[config.mk]
export PLATFORM = sky130hd
export DESIGN_NAME = pipe_stage_skid
export DESIGN_NICKNAME = d
export VERILOG_FILES = /design/src/rtl/pipe_pkg.sv /design/src/rtl/pipe_stage_skid_slot.sv /design/src/rtl/pipe_stage_skid.sv
export SDC_FILE = /design/constraint.sdc
export NUM_CORES = 1
export LEC_CHECK = 0
export ABC_AREA = 0
export CORE_AREA = 3 3 158 199
export CTS_BUF_LIST = sky130_fd_sc_hd__clkbuf_4
export DETAILED_ROUTE_END_ITERATION = 7
export DIE_AREA = 0 0 161 202
export HOLD_SLACK_MARGIN = 0.03
export PLACE_DENSITY = 0.67
export SLEW_MARGIN = 10
export SYNTH_ARGS = -nofsm -noshare
export SYNTH_HDL_FRONTEND = slang
export SYNTH_SLANG_ARGS = --single-unit
[constraint.sdc]
create_clock -name clk -period 4 [get_ports clk]
set_clock_uncertainty 0.15 [all_clocks]
set_input_delay 1 -clock clk [delete_from_list [all_inputs] [get_ports clk]]
set_output_delay 1 -clock clk [all_outputs]
set_load 0.02 [all_outputs]
[src/rtl/pipe_pkg.sv]
// Shared definitions for the generic pipeline-stage register.
//   - skid_state_e : entry-count states of the stage (EMPTY/BUSY/FULL)
//   - CTRL_NOP     : all-zero control word; a bubble carries this
//   - per-stage control/payload widths and ID/EX control-field offsets
//   - occ_of_state : maps a state to the number of entries it holds
package pipe_pkg;

    typedef enum logic [1:0] {
        EMPTY = 2'd0,
        BUSY  = 2'd1,
        FULL  = 2'd2
    } skid_state_e;

    // Per-stage field widths.
    localparam int ID_EX_CTRL_W  = 10;
    localparam int ID_EX_DATA_W  = 133;
    localparam int EX_MEM_CTRL_W = 4;
    localparam int EX_MEM_DATA_W = 101;
    localparam int MEM_WB_CTRL_W = 2;
    localparam int MEM_WB_DATA_W = 69;

    // All-zero control never writes memory or the register file.
    localparam logic [ID_EX_CTRL_W-1:0] CTRL_NOP = '0;

    // ID/EX control-field bit offsets.
    localparam int CTRL_MEM_TO_REG = 0;
    localparam int CTRL_MEM_RD     = 1;
    localparam int CTRL_MEM_WR     = 2;
    localparam int CTRL_ALU_SRC_B  = 3;
    localparam int CTRL_ALU_OP_LSB = 4;
    localparam int CTRL_ALU_OP_W   = 5;
    localparam int CTRL_REG_WR     = 9;

    function automatic logic [1:0] occ_of_state(input skid_state_e s);
        logic [1:0] n;
        case (s)
            EMPTY:   n = 2'd0;
            BUSY:    n = 2'd1;
            FULL:    n = 2'd2;
            default: n = 2'd0;
        endcase
        return n;
    endfunction

endpackage

[src/rtl/pipe_stage_skid_slot.sv]
// pipe_slot: one storage entry (valid/ctrl/data) of the pipeline stage.
//   clk_i    : rising-edge clock
//   rst_i    : synchronous reset, clears valid, ctrl and data
//   clr_i    : synchronous clear of valid and ctrl (data is kept)
//   load_i   : capture ctrl_i/data_i and mark the entry valid
//   unload_i : mark the entry empty, keeping ctrl/data
//   ctrl_i, data_i : values captured on load
//   valid_o, ctrl_o, data_o : stored entry
// Priority: rst_i > clr_i > load_i > unload_i.
module pipe_slot #(
    parameter int CTRL_W = 10,
    parameter int DATA_W = 133
) (
    input  logic              clk_i,
    input  logic              rst_i,
    input  logic              clr_i,
    input  logic              load_i,
    input  logic              unload_i,
    input  logic [CTRL_W-1:0] ctrl_i,
    input  logic [DATA_W-1:0] data_i,
    output logic              valid_o,
    output logic [CTRL_W-1:0] ctrl_o,
    output logic [DATA_W-1:0] data_o
);

    logic              valid_q, valid_d;
    logic [CTRL_W-1:0] ctrl_q,  ctrl_d;
    logic [DATA_W-1:0] data_q,  data_d;

    always_comb begin
        valid_d = valid_q;
        ctrl_d  = ctrl_q;
        data_d  = data_q;
        if (clr_i) begin
            valid_d = 1'b0;
            ctrl_d  = '0;
        end else if (load_i) begin
            valid_d = 1'b1;
            ctrl_d  = ctrl_i;
            data_d  = data_i;
        end else if (unload_i) begin
            valid_d = 1'b0;
        end
    end

    always_ff @(posedge clk_i) begin
        if (rst_i) begin
            valid_q <= 1'b0;
            ctrl_q  <= '0;
            data_q  <= '0;
        end else begin
            valid_q <= valid_d;
            ctrl_q  <= ctrl_d;
            data_q  <= data_d;
        end
    end

    assign valid_o = valid_q;
    assign ctrl_o  = ctrl_q;
    assign data_o  = data_q;

endmodule

[src/rtl/pipe_stage_skid.sv]
// pipe_stage_skid: generic pipeline-stage register with valid/ready
// handshake, synchronous flush and an optional two-entry skid buffer.
//   clk, rst          : clock, synchronous active-high reset
//   flush             : drop every held and incoming beat this cycle
//   in_valid/in_ready : upstream handshake; in_ctrl/in_data carried fields
//   out_valid/out_ready : downstream handshake; out_ctrl/out_data presented
//   occupancy         : entries held (0..2)
//   dbg_state         : current EMPTY/BUSY/FULL state
//
// Handshake: a beat moves on a rising edge where valid & ready are both
// high on that side. The producer must hold its beat stable while valid
// is high and ready is low; the stage never withdraws out_valid without a
// send, flush or reset.
module pipe_stage_skid
    import pipe_pkg::*;
#(
    parameter int DATA_W  = ID_EX_DATA_W,
    parameter int CTRL_W  = ID_EX_CTRL_W,
    parameter bit SKID_EN = 1'b1
) (
    input  logic              clk,
    input  logic              rst,
    input  logic              flush,
    input  logic              in_valid,
    output logic              in_ready,
    input  logic [CTRL_W-1:0] in_ctrl,
    input  logic [DATA_W-1:0] in_data,
    output logic              out_valid,
    input  logic              out_ready,
    output logic [CTRL_W-1:0] out_ctrl,
    output logic [DATA_W-1:0] out_data,
    output logic [1:0]        occupancy,
    output logic [1:0]        dbg_state
);

    skid_state_e state_q, state_d;

    logic              accept, send;
    logic              main_load, main_unload, main_from_skid;
    logic              skid_load, skid_unload;
    logic              main_valid, skid_valid;
    logic [CTRL_W-1:0] main_ctrl, skid_ctrl, main_ctrl_d;
    logic [DATA_W-1:0] main_data, skid_data, main_data_d;

    // With the skid buffer, in_ready decodes only the state, so it does not
    // depend on out_ready. Without it, a stalled full stage is freed in the
    // same cycle that downstream takes the beat.
    if (SKID_EN) begin : g_rdy_skid
        assign in_ready = !rst && (state_q != FULL);
    end else begin : g_rdy_flow
        assign in_ready = !rst && (!main_valid || out_ready);
    end

    assign accept = in_valid && in_ready;
    assign send   = out_valid && out_ready;

    // Next-state and slot control. Without the skid buffer BUSY+accept
    // always coincides with send, so FULL is unreachable.
    always_comb begin
        state_d        = state_q;
        main_load      = 1'b0;
        main_unload    = 1'b0;
        main_from_skid = 1'b0;
        skid_load      = 1'b0;
        skid_unload    = 1'b0;
        case (state_q)
            EMPTY: begin
                if (accept) begin
                    main_load = 1'b1;
                    state_d   = BUSY;
                end
            end
            BUSY: begin
                if (accept && send) begin
                    main_load = 1'b1;
                end else if (accept) begin
                    skid_load = 1'b1;
                    state_d   = FULL;
                end else if (send) begin
                    main_unload = 1'b1;
                    state_d     = EMPTY;
                end
            end
            FULL: begin
                if (send) begin
                    main_load      = 1'b1;
                    main_from_skid = 1'b1;
                    skid_unload    = 1'b1;
                    state_d        = BUSY;
                end
            end
            default: state_d = EMPTY;
        endcase
    end

    always_ff @(posedge clk) begin
        if (rst || flush) begin
            state_q <= EMPTY;
        end else begin
            state_q <= state_d;
        end
    end

    assign main_ctrl_d = main_from_skid ? skid_ctrl : in_ctrl;
    assign main_data_d = main_from_skid ? skid_data : in_data;

    pipe_slot #(.CTRL_W(CTRL_W), .DATA_W(DATA_W)) u_main (
        .clk_i    (clk),
        .rst_i    (rst),
        .clr_i    (flush),
        .load_i   (main_load),
        .unload_i (main_unload),
        .ctrl_i   (main_ctrl_d),
        .data_i   (main_data_d),
        .valid_o  (main_valid),
        .ctrl_o   (main_ctrl),
        .data_o   (main_data)
    );

    if (SKID_EN) begin : g_skid
        pipe_slot #(.CTRL_W(CTRL_W), .DATA_W(DATA_W)) u_skid (
            .clk_i    (clk),
            .rst_i    (rst),
            .clr_i    (flush),
            .load_i   (skid_load),
            .unload_i (skid_unload),
            .ctrl_i   (in_ctrl),
            .data_i   (in_data),
            .valid_o  (skid_valid),
            .ctrl_o   (skid_ctrl),
            .data_o   (skid_data)
        );
    end else begin : g_no_skid
        logic unused_skid;
        assign skid_valid  = 1'b0;
        assign skid_ctrl   = '0;
        assign skid_data   = '0;
        assign unused_skid = skid_load ^ skid_unload;
    end

    assign out_valid = main_valid;
    // A bubble must never carry mem_wr/reg_wr downstream.
    assign out_ctrl  = main_ctrl & {CTRL_W{main_valid}};
    assign out_data  = main_data;
    assign occupancy = occ_of_state(state_q);
    assign dbg_state = state_q;

    a_in_stable: assert property (@(posedge clk) disable iff (rst)
        (in_valid && !in_ready && !flush) |=> ($stable(in_ctrl) && $stable(in_data)));

    a_out_hold: assert property (@(posedge clk) disable iff (rst)
        (out_valid && !out_ready && !flush) |=> out_valid);

    a_full_skid: assert property (@(posedge clk) disable iff (rst)
        (state_q == FULL) |-> skid_valid);

endmodule

### Word-level counts from Yosys, hierarchy flattened

Index checks and enable logic that the tools add are counted.
Widths: inputs -> output; s select.

* bitwise operators: 2
* $add $sub $neg: 0
* multiply operators: 0
* shifts and indexed selects: 0
* eq/ne operators: 7
* order comparisons: 0
* divide/modulo/power cells: 0
* reduce and logical (&&, ||, !) cells: 12
* multiplexer cells: 21

Operators by type and width (count)
* $mux 133: 1
* $mux 1: 11
* $and 10x10->10: 1
* $mux 10: 1
* $mux 2: 5
* $ne 2x2->1 const B: 4
* $pmux 2 s3: 1
* $logic_and 1x1->1: 4
* $pmux 2 s2: 1
* $reduce_and 2->1: 2
* $reduce_and 4->1: 1
* $ne 3x3->1 const B: 1
* $pmux 1 s3: 1
* $eq 2x1->1 const B: 1
* $eq 2x2->1 const B: 1
* $logic_not 2->1: 1
* $reduce_bool 2->1: 1
* $reduce_or 2->1: 1
* $logic_not 1->1: 1
* $logic_or 1x1->1: 1
* $not 1->1: 1

* memories: 0
* memory bits (writable): 0
* bits in latches: 0
* input bits: 148
* bits in read-only memories: 0
* register bits after elaboration: 289
* output and inout port bits: 149
* word-level logic and storage cells: 48

### Depth between registers and ports, before layout

Gate-level depths: netlist of the first run.

* depth in word-level cells: 8
* depth in mapped cells: 8
* mapped depth without buffers: 4

### Cells and area by module

Synthesis of the first run repeated with hierarchy kept, for this count alone.

* cells, all modules: 1482
* area total of the unflattened synthesis: 15703.8 um^2

By module, submodules not included
* pipe_slot: instances 2, sequential area each 2882.8 um^2, cells an instance 644, area each 6708.9 um^2
* pipe_stage_skid: instances 1, sequential area each 40.0 um^2, cells an instance 194, area each 2285.9 um^2

### Worst setup path before layout of the first run

Ideal clock, no wire load.

* path kind: in2out
* start: input rst
* end: output in_ready
* cell stages on the path: 4
* arrival time: 1.952 ns
* required time: 2.850 ns
* buffers on the path: 3
* slack: 0.898 ns
* cell sequence: clkbuf_1 > clkbuf_1 > clkbuf_1 > nor2_1

* word-level cells in the longest chain between the ends: 2

Ends and longest elaborated chain
* from (decl): line pipe_stage_skid.sv:22 `input logic rst,`
* $logic_not 1->1: line pipe_stage_skid.sv:49 `assign in_ready = !rst && (state_q != FULL);`
* $logic_and 1x1->1: line pipe_stage_skid.sv:49
* to (decl): line pipe_stage_skid.sv:25 `output logic in_ready,`

Every way passes these cells.

### Worst setup path after layout of the first run

* start: register state_q[1] (netlist: dbg_state[1])
* end: output in_ready

* word-level cells in the longest chain between the ends: 2

Ends and longest elaborated chain
* from (decl): line pipe_stage_skid.sv:36 `skid_state_e state_q, state_d;`
* from (signal assigned): line pipe_stage_skid.sv:100 `state_q <= state_d;`
* $ne 2x2->1: line pipe_stage_skid.sv:49
* $logic_and 1x1->1: line pipe_stage_skid.sv:49

Every way passes these cells.

==> impl_metrics.env, run 1 <==
export IMPL_syn_inst=1315
export IMPL_grt_ovfl_total=0
export IMPL_final_cell_mix="295 x clkdlybuf4s50_1, 289 x dfxtp_1, 269 x a21oi_1"
export IMPL_max_freq_mhz=295.9
export IMPL_outcome="finished clean"
export IMPL_cts_tree="yes"
export IMPL_finalSetupTns_ns=0
export IMPL_postSynthAreaPerCell_sq_um=9.015
export IMPL_worstMarginPinSlew_ns=1.023
export IMPL_synthAdderAreaFrac=0
export IMPL_netlist_area_sq_um=11860
export IMPL_drt_iter0_drc=740
export IMPL_reg2reg_slack_ns=1.45
export IMPL_slowest_stage="clkdlybuf4s50_1"
export IMPL_p_comb_frac=0.128
export IMPL_grt_pass1_vias=10055
export IMPL_r2r_cells=6
export IMPL_drv_slew=0
export IMPL_synth_xor_area_frac=0
export IMPL_timing_final_crit_share=0.8447
export IMPL_cts_setup_buffers=0
export IMPL_cts_hold_buf=0
export IMPL_clk_pin_slew_ns=0.06
export IMPL_p_sw_uw=1648
export IMPL_cp_max_fo=9
export IMPL_muxShareOfSynthArea=0.1292
export IMPL_p_clk_frac=0.399
export IMPL_final_cell_count_no_fill=2022
export IMPL_fin_util=0.5343
export IMPL_min_from="g_skid.u_skid.data_o[103]"
export IMPL_grt_max_degree=151
export IMPL_grt_use_total=0.2021
export IMPL_place_inst=1893
export IMPL_synth_top_family_by_area="compound AO/OA/AOI/OAI gates"
export IMPL_crit_arrival_ns=2.23
export IMPL_fillers=2781
export IMPL_hold_viol=0
export IMPL_internal_power_uw=4739
export IMPL_wirelength_microns=34070
export IMPL_worstPathRequired_ns=2.85
export IMPL_wire_per_inst_microns=16.85
export IMPL_hold_path_class="reg -> reg"
export IMPL_die_area_sq_um=32520
export IMPL_core_area_sq_um=29850
export IMPL_p_seq_frac=0.473
export IMPL_path_buf_inv=1
export IMPL_path_cells="nor2b_1 -> nor2_1 -> clkdlybuf4s50_1"
export IMPL_drtAntennaViolNets=0
export IMPL_register_area_sq_um=5786
export IMPL_final_common_cell="clkdlybuf4s50_1"
export IMPL_synth_cell_types=28
export IMPL_critPathMaxStageDelay_ns=0.61
export IMPL_setup_viol=0
export IMPL_critPathKind="reg -> out"
export IMPL_sw_frac_of_total=0.2580
export IMPL_nets=1718
export IMPL_hpwl_microns=20820
export IMPL_cts_resized=0
export IMPL_yosys_area_share_simple=0.1055
export IMPL_synth_compound_area_frac=0.2216
export IMPL_end_kind="output port"
export IMPL_viasPerCell=5.219
export IMPL_hold_end="g_skid.u_skid.data_o[103]"
export IMPL_place_congestion=0.7555
export IMPL_worstSkewPairLatency_ns=0.68
export IMPL_cts_root_buf="clkbuf_4"
export IMPL_holdPathStages=2
export IMPL_rows=71
export IMPL_setup_worst_path_start_class="register"
export IMPL_cts_path_max_buffers=3
export IMPL_grt_pass1_wl_microns=54430
export IMPL_synth_seq_cells=289
export IMPL_multi_input_area_sq_um=5423
export IMPL_max_slew_margin=0.3181
export IMPL_r2r_start="u_main.valid_o"
export IMPL_synth_seq_area_share=0.4880
export IMPL_vias=10552
export IMPL_yosysWarningCount=0
export IMPL_clock_sinks=289
export IMPL_crit_family="buffers and inverters"
export IMPL_drive_above_1_share=0.09276
export IMPL_io_pin_count=297
export IMPL_drc=0
export IMPL_die_w_microns=161
export IMPL_grt_antenna_before_repair=9
export IMPL_cts_buffers=76
export IMPL_rsz0062_at_grt="no"
export IMPL_first_pass_iters=8
export IMPL_port_buffers=296
export IMPL_syn_nets=1463
export IMPL_peakVddDrop_mv=0.1834
export IMPL_synthToLayoutAreaGrowth_pct=34.53
export IMPL_finalCriticalPeriod_ns=3.379
export IMPL_die_y_microns=202
export IMPL_power_leakage_uw=0.006358
export IMPL_cts_htree_levels=3
export IMPL_max_cap_violations=0
export IMPL_r2r_end="u_main.data_o[70]"
export IMPL_initial_core_util=0.3972
export IMPL_powerDensity_nw_per_um2=400.5
## worst register-to-register path, cell delays in order, from the launching register on
cell and delay (ns):
dfxtp_1 0.61, nand2_1 0.25, o311ai_4 0.41, buf_12 0.31, buf_12 0.27, a21oi_1 0.13
a311oi_1 0.31
## cell usage after synthesis
library cell | count | area (sq um)
a211oi_1 | 10 | 75.07
a21o_1 | 1 | 7.510
a21oi_1 | 269 | 1346
a311oi_1 | 133 | 1165
and2_1 | 11 | 68.82
and4_1 | 1 | 8.760
buf_1 | 2 | 7.510
buf_2 | 38 | 190.2
buf_4 | 1 | 7.510
buf_6 | 10 | 112.6
clkbuf_1 | 90 | 337.8
dfxtp_1 | 289 | 5786
inv_2 | 1 | 3.750
mux2i_1 | 153 | 1531
nand2_1 | 267 | 1002
nand2b_1 | 3 | 18.77
nand3_1 | 1 | 5.000
nand3b_1 | 1 | 7.510
nand4_1 | 1 | 6.260
nand4b_1 | 1 | 8.760
nor2_1 | 21 | 78.83
nor2b_1 | 4 | 25.02
nor3_1 | 1 | 5.000
o21ai_0 | 2 | 10.01
o21bai_1 | 1 | 7.510
o311ai_2 | 1 | 16.27
or2_2 | 1 | 6.260
or4b_1 | 1 | 10.01
## sequential cells by signal, summed over array words and instances (netlist names)
signal and cells:
g_skid.u_skid.data_o 133, u_main.data_o 133, g_skid.u_skid.ctrl_o 10, u_main.ctrl_o 10, dbg_state 2, u_main.valid_o 1
## power groups by stage
| stage | registers (uW) | logic (uW) | clock network (uW) |
|---|---|---|---|
| 2_1_floorplan | 3170 | 325 | 0 |
| 3_3_place_gp | 3080 | 804 | 0 |
| 3_5_place_dp | 3080 | 818 | 0 |
| 4_1_cts | 3020 | 821 | 2660 |
| 5_1_grt | 3030 | 878 | 2830 |
| 6_report | 3020 | 815 | 2550 |
## metrics by stage
step           worst slack, ns  hold slack, ns  instance area, sq um  total power (uW)
3_3_place_gp            0.6184          0.2903                 15000              3889
6_report                0.6210          0.3016                 15950              6388
3_5_place_dp            0.5404          0.2956                 15000              3903
4_1_cts                 0.5302          0.3039                 15940              6501
5_1_grt                 0.4676          0.3175                 15950              6737
2_1_floorplan           0.8979          0.2857                 11860              3496
## worst max-delay path by stage
stage,start,cells past startpoint,slack [ns],to
after CTS,dbg_state[1],3,0.53,in_ready
after global routing,dbg_state[1],3,0.47,in_ready
final,dbg_state[1],3,0.62,in_ready
after detailed placement,in_valid,7,0.54,u_main.data_o[8]
after global placement,in_valid,7,0.62,u_main.data_o[5]
after floorplan,rst,4,0.90,in_ready
## layer usage
layer  vias to the layer above  part of all wire  wire length [microns]  track usage
met3                        62             0.078                   2664      0.07032
met4                        12             0.023                    798      0.07347
li1                       5301                 -                      -            -
met2                       335              0.48                  16280       0.3235
met1                      4842              0.42                  14240       0.2529
met5                         -            0.0028                     94            0
## cells by family after synthesis
kind of cell / after synthesis
AO/OA/AOI/OAI: 417
buffers and inverters: 142
flip-flops: 289
multiplexers: 153
AND/OR/NAND/NOR: 314
## cell type report
cell class / count / share of cell area
antenna: 4 / 0.0006276
clock buffer: 117 / 0.05507
clock inverter: 8 / 0.003609
inverter: 1 / 0.0007061
multi-input combinational: 884 / 0.3400
sequential: 289 / 0.3628
tap: 401 / 0.03146
timing repair buffer: 318 / 0.2058
(Power assumes the default switching activity.)
==> run 2, diff against run 1 <==
- clock period: 4 -> 3.2 ns (I/O delays scaled with it)
==> impl_metrics.env, run 2 (same netlist as run 1, synthesis figures left out) <==
export IMPL_crit_arrival_ns=2.11
export IMPL_setup_viol=0
export IMPL_timing_final_crit_share=0.9570
export IMPL_grt_use_total=0.1982
export IMPL_drc=0
export IMPL_wirelength_microns=34190
export IMPL_drtAntennaViolNets=0
export IMPL_grt_pass1_vias=9945
export IMPL_register_area_sq_um=5787
export IMPL_cp_startpoint="dbg_state[1]"
export IMPL_critPathCapture="occupancy[1]"
export IMPL_clk_pin_slew_ns=0.05
export IMPL_cts_htree_levels=3
export IMPL_first_pass_iters=5
export IMPL_grt_max_degree=185
export IMPL_p_clk_frac=0.383
export IMPL_setup_slack_ns=0.1378
export IMPL_multi_input_area_sq_um=5428
export IMPL_max_slew_margin=0.3661
export IMPL_cts_tree="yes"
export IMPL_die_y_microns=202
export IMPL_internal_power_uw=5780
export IMPL_power_leakage_uw=0.006421
export IMPL_final_common_cell="clkdlybuf4s50_1"
export IMPL_cts_buffers=76
export IMPL_synthToLayoutAreaGrowth_pct=35.99
export IMPL_place_ws_ns=0.1426
export IMPL_core_area_sq_um=29850
export IMPL_grt_antenna_before_repair=11
export IMPL_r2r_end="u_main.data_o[97]"
export IMPL_peakVddDrop_mv=0.2328
export IMPL_nets=1730
export IMPL_max_freq_mhz=326.6
export IMPL_cp_num_cells=2
export IMPL_r2r_start="dbg_state[1]"
export IMPL_sw_frac_of_total=0.2622
export IMPL_grt_pass1_wl_microns=53190
export IMPL_hpwl_microns=21270
export IMPL_fillers=2818
export IMPL_cts_root_buf="clkbuf_4"
export IMPL_viasPerCell=5.202
export IMPL_cts_path_max_buffers=3
export IMPL_worstSkewPairLatency_ns=0.66
export IMPL_hold_path_class="reg -> reg"
export IMPL_port_buffers=296
export IMPL_wire_per_inst_microns=16.79
export IMPL_critPathMaxStageDelay_ns=0.64
export IMPL_worstMarginPinSlew_ns=0.9509
export IMPL_drv_slew=0
export IMPL_drive_above_1_share=0.09576
export IMPL_powerDensity_nw_per_um2=485.9
export IMPL_max_cap_violations=0
export IMPL_vias=10592
export IMPL_min_from="g_skid.u_skid.data_o[82]"
export IMPL_end_kind="output port"
export IMPL_cts_setup_buffers=0
export IMPL_p_sw_uw=2054
export IMPL_finalCriticalPeriod_ns=3.062
export IMPL_crit_family="buffers and inverters"
export IMPL_r2r_cells=6
export IMPL_grt_ovfl_total=0
export IMPL_slowest_stage="clkdlybuf4s50_1"
export IMPL_p_seq_frac=0.483
export IMPL_die_area_sq_um=32520
export IMPL_worstPathRequired_ns=2.25
export IMPL_clock_sinks=289
export IMPL_cp_max_fo=9
export IMPL_drt_iter0_drc=686
export IMPL_path_cells="nor2b_2 -> clkdlybuf4s50_1"
export IMPL_power_uw=7834
export IMPL_final_cell_mix="294 x clkdlybuf4s50_1, 288 x dfxtp_1, 269 x a21oi_1"
export IMPL_outcome="finished clean"
export IMPL_path_buf_inv=1
export IMPL_rows=71
export IMPL_setup_worst_path_start_class="register"
export IMPL_die_w_microns=161
export IMPL_initial_core_util=0.3972
export IMPL_place_congestion=0.7956
export IMPL_io_pin_count=297
export IMPL_cts_hold_buf=0
export IMPL_reg2reg_slack_ns=0.94
export IMPL_hold_viol=0
export IMPL_critPathKind="reg -> out"
export IMPL_p_comb_frac=0.134
[run 2: worst min path at each step]
| stage | to | cells past startpoint |
|---|---|---|
| 4_1_cts | g_skid.u_skid.data_o[27] | 2 |
| 6_report | g_skid.u_skid.data_o[82] | 2 |
| 3_5_place_dp | g_skid.u_skid.data_o[27] | 2 |
| 5_1_grt | g_skid.u_skid.data_o[24] | 2 |
| 2_1_floorplan | g_skid.u_skid.data_o[0] | 2 |
| 3_3_place_gp | g_skid.u_skid.data_o[80] | 2 |
[run 2: routing by layer]
| metal | vias up | GRT usage | routed length [microns] |
|---|---|---|---|
| met5 | - | 0 | 57 |
| met4 | 10 | 0.07409 | 709 |
| met3 | 53 | 0.07093 | 2599 |
| met2 | 319 | 0.3150 | 16540 |
| met1 | 4888 | 0.2477 | 14280 |
| li1 | 5322 | - | - |
[run 2: cell type report]
type	count	area share
Antenna cell	6	0.0009313
Clock inverter	16	0.004036
Timing Repair Buffer	330	0.2168
Multi-Input combinational cell	884	0.3367
Inverter	1	0.0006985
Sequential cell	289	0.3589
Clock buffer	109	0.05076
Tap cell	401	0.03112
[run 2: power groups by stage]
stage                     clock network [uW]  logic (uW)  registers, uW
after global placement                     0        1040           3860
after detailed placement                   0        1050           3860
after floorplan                            0         406           3960
after global routing                    3330        1130           3790
after CTS                               3130        1060           3780
final                                   3000        1050           3780
[run 2: what timing repair did]
item / 4_1_cts / 5_1_grt
resized for setup: 1 / 3
hold endpoints to repair: 0 / 0
endpoints found under the setup margin: 1 / 5
pin swaps: 0 / 0
[run 2: tightest hold or removal path, delay by kind of cell, from the launching register on]
family / cells / cell delay (ns)
AOI/OAI and AO/OA: 1 / 0.05
DFF: 1 / 0.30
and+or+nand+nor: 1 / 0.05
[run 2: per-stage QoR]
| step | TNS (ns) | instance area, sq um | instances | utilization | hold WS, ns |
|---|---|---|---|---|---|
| 2_1_floorplan | 0 | 11860 | 1315 | - | 0.2857 |
| 6_report | 0 | 16120 | 2036 | 0.5401 | 0.3016 |
| 3_5_place_dp | 0 | 15220 | 1905 | 0.5099 | 0.2956 |
| 5_1_grt | -0.006904 | 16120 | 2036 | 0.5401 | 0.3174 |
| 4_1_cts | 0 | 16100 | 2030 | 0.5394 | 0.3037 |
| 3_3_place_gp | 0 | 15220 | 1905 | 0.5099 | 0.2905 |
==> run 3, diff against run 2 <==
- CORE_AREA: 3 3 158 199 -> 3 3 141 177
- DIE_AREA: 0 0 161 202 -> 0 0 144 180
- GPL_TIMING_DRIVEN: unset -> 0
- PLACE_DENSITY: 0.67 -> 0.81
==> impl_metrics.env, run 3 (same netlist as run 1, synthesis figures left out) <==
export IMPL_place_ws_ns=-0.6354
export IMPL_reg2reg_slack_ns=0.36
export IMPL_peakVddDrop_mv=0.3274
export IMPL_finalCriticalPeriod_ns=3.123
export IMPL_clock_sinks=289
export IMPL_max_slew_margin=0.3691
export IMPL_core_area_sq_um=23570
export IMPL_hold_viol=0
export IMPL_final_cell_mix="295 x clkdlybuf4s50_1, 289 x dfxtp_1, 269 x a21oi_1"
export IMPL_grt_antenna_before_repair=4
export IMPL_final_cell_count_no_fill=2030
export IMPL_path_buf_inv=2
export IMPL_path_cells="buf_2 -> nor2b_2 -> clkdlybuf4s50_1"
export IMPL_timing_final_crit_share=0.9761
export IMPL_clk_pin_slew_ns=0.07
export IMPL_die_area_sq_um=25920
export IMPL_cp_num_cells=3
export IMPL_critPathKind="reg -> out"
export IMPL_holdPathStages=2
export IMPL_r2r_cells=6
export IMPL_slowest_stage="clkdlybuf4s50_1"
export IMPL_drt_iter0_drc=587
export IMPL_sw_frac_of_total=0.2714
export IMPL_die_y_microns=180
export IMPL_p_sw_uw=2139
export IMPL_setup_viol=0
export IMPL_grt_pass1_wl_microns=56190
export IMPL_worstMarginPinSlew_ns=0.9463
export IMPL_max_cap_violations=0
export IMPL_grt_use_total=0.2672
export IMPL_powerDensity_nw_per_um2=490.3
export IMPL_cts_path_max_buffers=3
export IMPL_crit_arrival_ns=2.17
export IMPL_grt_ovfl_total=0
export IMPL_finalSetupTns_ns=0
export IMPL_wire_per_inst_microns=17.87
export IMPL_place_inst=1902
export IMPL_wirelength_microns=36280
export IMPL_p_comb_frac=0.138
export IMPL_worstSkewPairLatency_ns=0.69
export IMPL_grt_pass1_vias=11355
export IMPL_drv_slew=0
export IMPL_setup_slack_ns=0.07664
export IMPL_worstPathRequired_ns=2.25
export IMPL_rsz0062_at_grt="yes"
export IMPL_max_freq_mhz=320.2
export IMPL_cp_startpoint="dbg_state[1]"
export IMPL_cts_htree_levels=3
export IMPL_cts_tree="yes"
export IMPL_vias=11513
export IMPL_nets=1833
export IMPL_io_pin_count=297
export IMPL_drc=0
export IMPL_final_common_cell="clkdlybuf4s50_1"
export IMPL_viasPerCell=5.671
export IMPL_end_kind="output port"
export IMPL_port_buffers=295
export IMPL_cts_hold_buf=0
export IMPL_initial_core_util=0.5030
export IMPL_synthToLayoutAreaGrowth_pct=35.59
export IMPL_min_from="g_skid.u_skid.data_o[115]"
export IMPL_cts_root_buf="clkbuf_4"
export IMPL_power_leakage_uw=0.006487
export IMPL_cp_max_fo=8
export IMPL_p_clk_frac=0.383
export IMPL_setup_worst_path_start_class="register"
export IMPL_drtAntennaViolNets=0
export IMPL_hpwl_microns=26150
export IMPL_r2r_start="dbg_state[1]"
export IMPL_drive_above_1_share=0.09746
export IMPL_die_w_microns=144
export IMPL_internal_power_uw=5742
export IMPL_postLayoutCellArea_sq_um=16070
export IMPL_place_congestion=0.8391
export IMPL_rows=63
export IMPL_r2r_end="u_main.data_o[17]"
export IMPL_grt_max_degree=20
export IMPL_crit_family="buffers and inverters"
export IMPL_hold_path_class="reg -> reg"
export IMPL_outcome="finished clean"
export IMPL_hold_end="g_skid.u_skid.data_o[115]"
export IMPL_first_pass_iters=5
export IMPL_p_seq_frac=0.479
export IMPL_critPathMaxStageDelay_ns=0.67
export IMPL_place_area_sq_um=15170
export IMPL_cts_buffers=74
==> run 3: cell count changes in the layout (fill, tap and decap cells not counted), sizes merged <==
cell / previous run / this run
clkbuf: 110 / 194
buf: 34 / 52
clkinv: 12 / 15
diode: 6 / 4
clkdlybuf4s50: 294 / 295
clkinvlp: 1 / 2
dlygate4sd2: 1 / 0
inv: 4 / 3
==> run 3: how the worst max path moves through the flow <==
stage,endpoint,slack [ns]
3_3_place_gp,in_ready,-0.62
6_report,occupancy[1],0.08
2_1_floorplan,in_ready,0.50
3_5_place_dp,in_ready,-0.64
5_1_grt,occupancy[1],-0.05
4_1_cts,occupancy[1],0.03
==> run 3: per-layer routing <==
layer,vias up,GRT usage,share of wire
met5,-,0,0
met4,0,0.1292,0.038
met3,94,0.06360,0.074
met2,442,0.4609,0.50
met1,5442,0.3057,0.39
li1,5535,-,-
==> run 3: metrics by stage <==
step                      power (uW)    util  hold slack (ns)
after floorplan                 4370       -           0.2857
after global placement          4913  0.6438           0.2904
after detailed placement        4931  0.6438           0.2956
after CTS                       7908  0.6816           0.3042
after global routing            8186  0.6820           0.3187
final                           7881  0.6820           0.3027
==> run 3: power groups by stage <==
stage	sequential (uW)	combinational, uW	clock [uW]
6_report	3780	1080	3020
2_1_floorplan	3960	406	0
3_5_place_dp	3860	1070	0
4_1_cts	3780	1080	3050
3_3_place_gp	3850	1060	0
5_1_grt	3790	1160	3240
==> run 3: timing repair <==
item                       4_1_cts  5_1_grt
setup endpoints to repair       12        7
hold endpoints to repair         0        0
pin swaps                        0        0
setup buffers                    0        0
resized for setup                5        1
==> run 3: final cells by class <==
class / instances / area [sq um]
antenna: 4 / 10.01
clock inverter: 19 / 90.09
tap: 292 / 365.4
fill: 1917 / 7495
sequential: 289 / 5786
multi-input combinational: 884 / 5413
inverter: 1 / 3.754
timing repair buffer: 295 / 2953
clock buffer: 106 / 795.8
buffer: 140 / 658.1
==> run 3: worst register-to-register path, delay by kind of cell (launching register included) <==
family	cells	cell delay [ns]
and+or+nand+nor	1	0.54
buffers and inverters	3	1.30
DFF	1	0.32
AOI/OAI and AO/OA	2	0.36
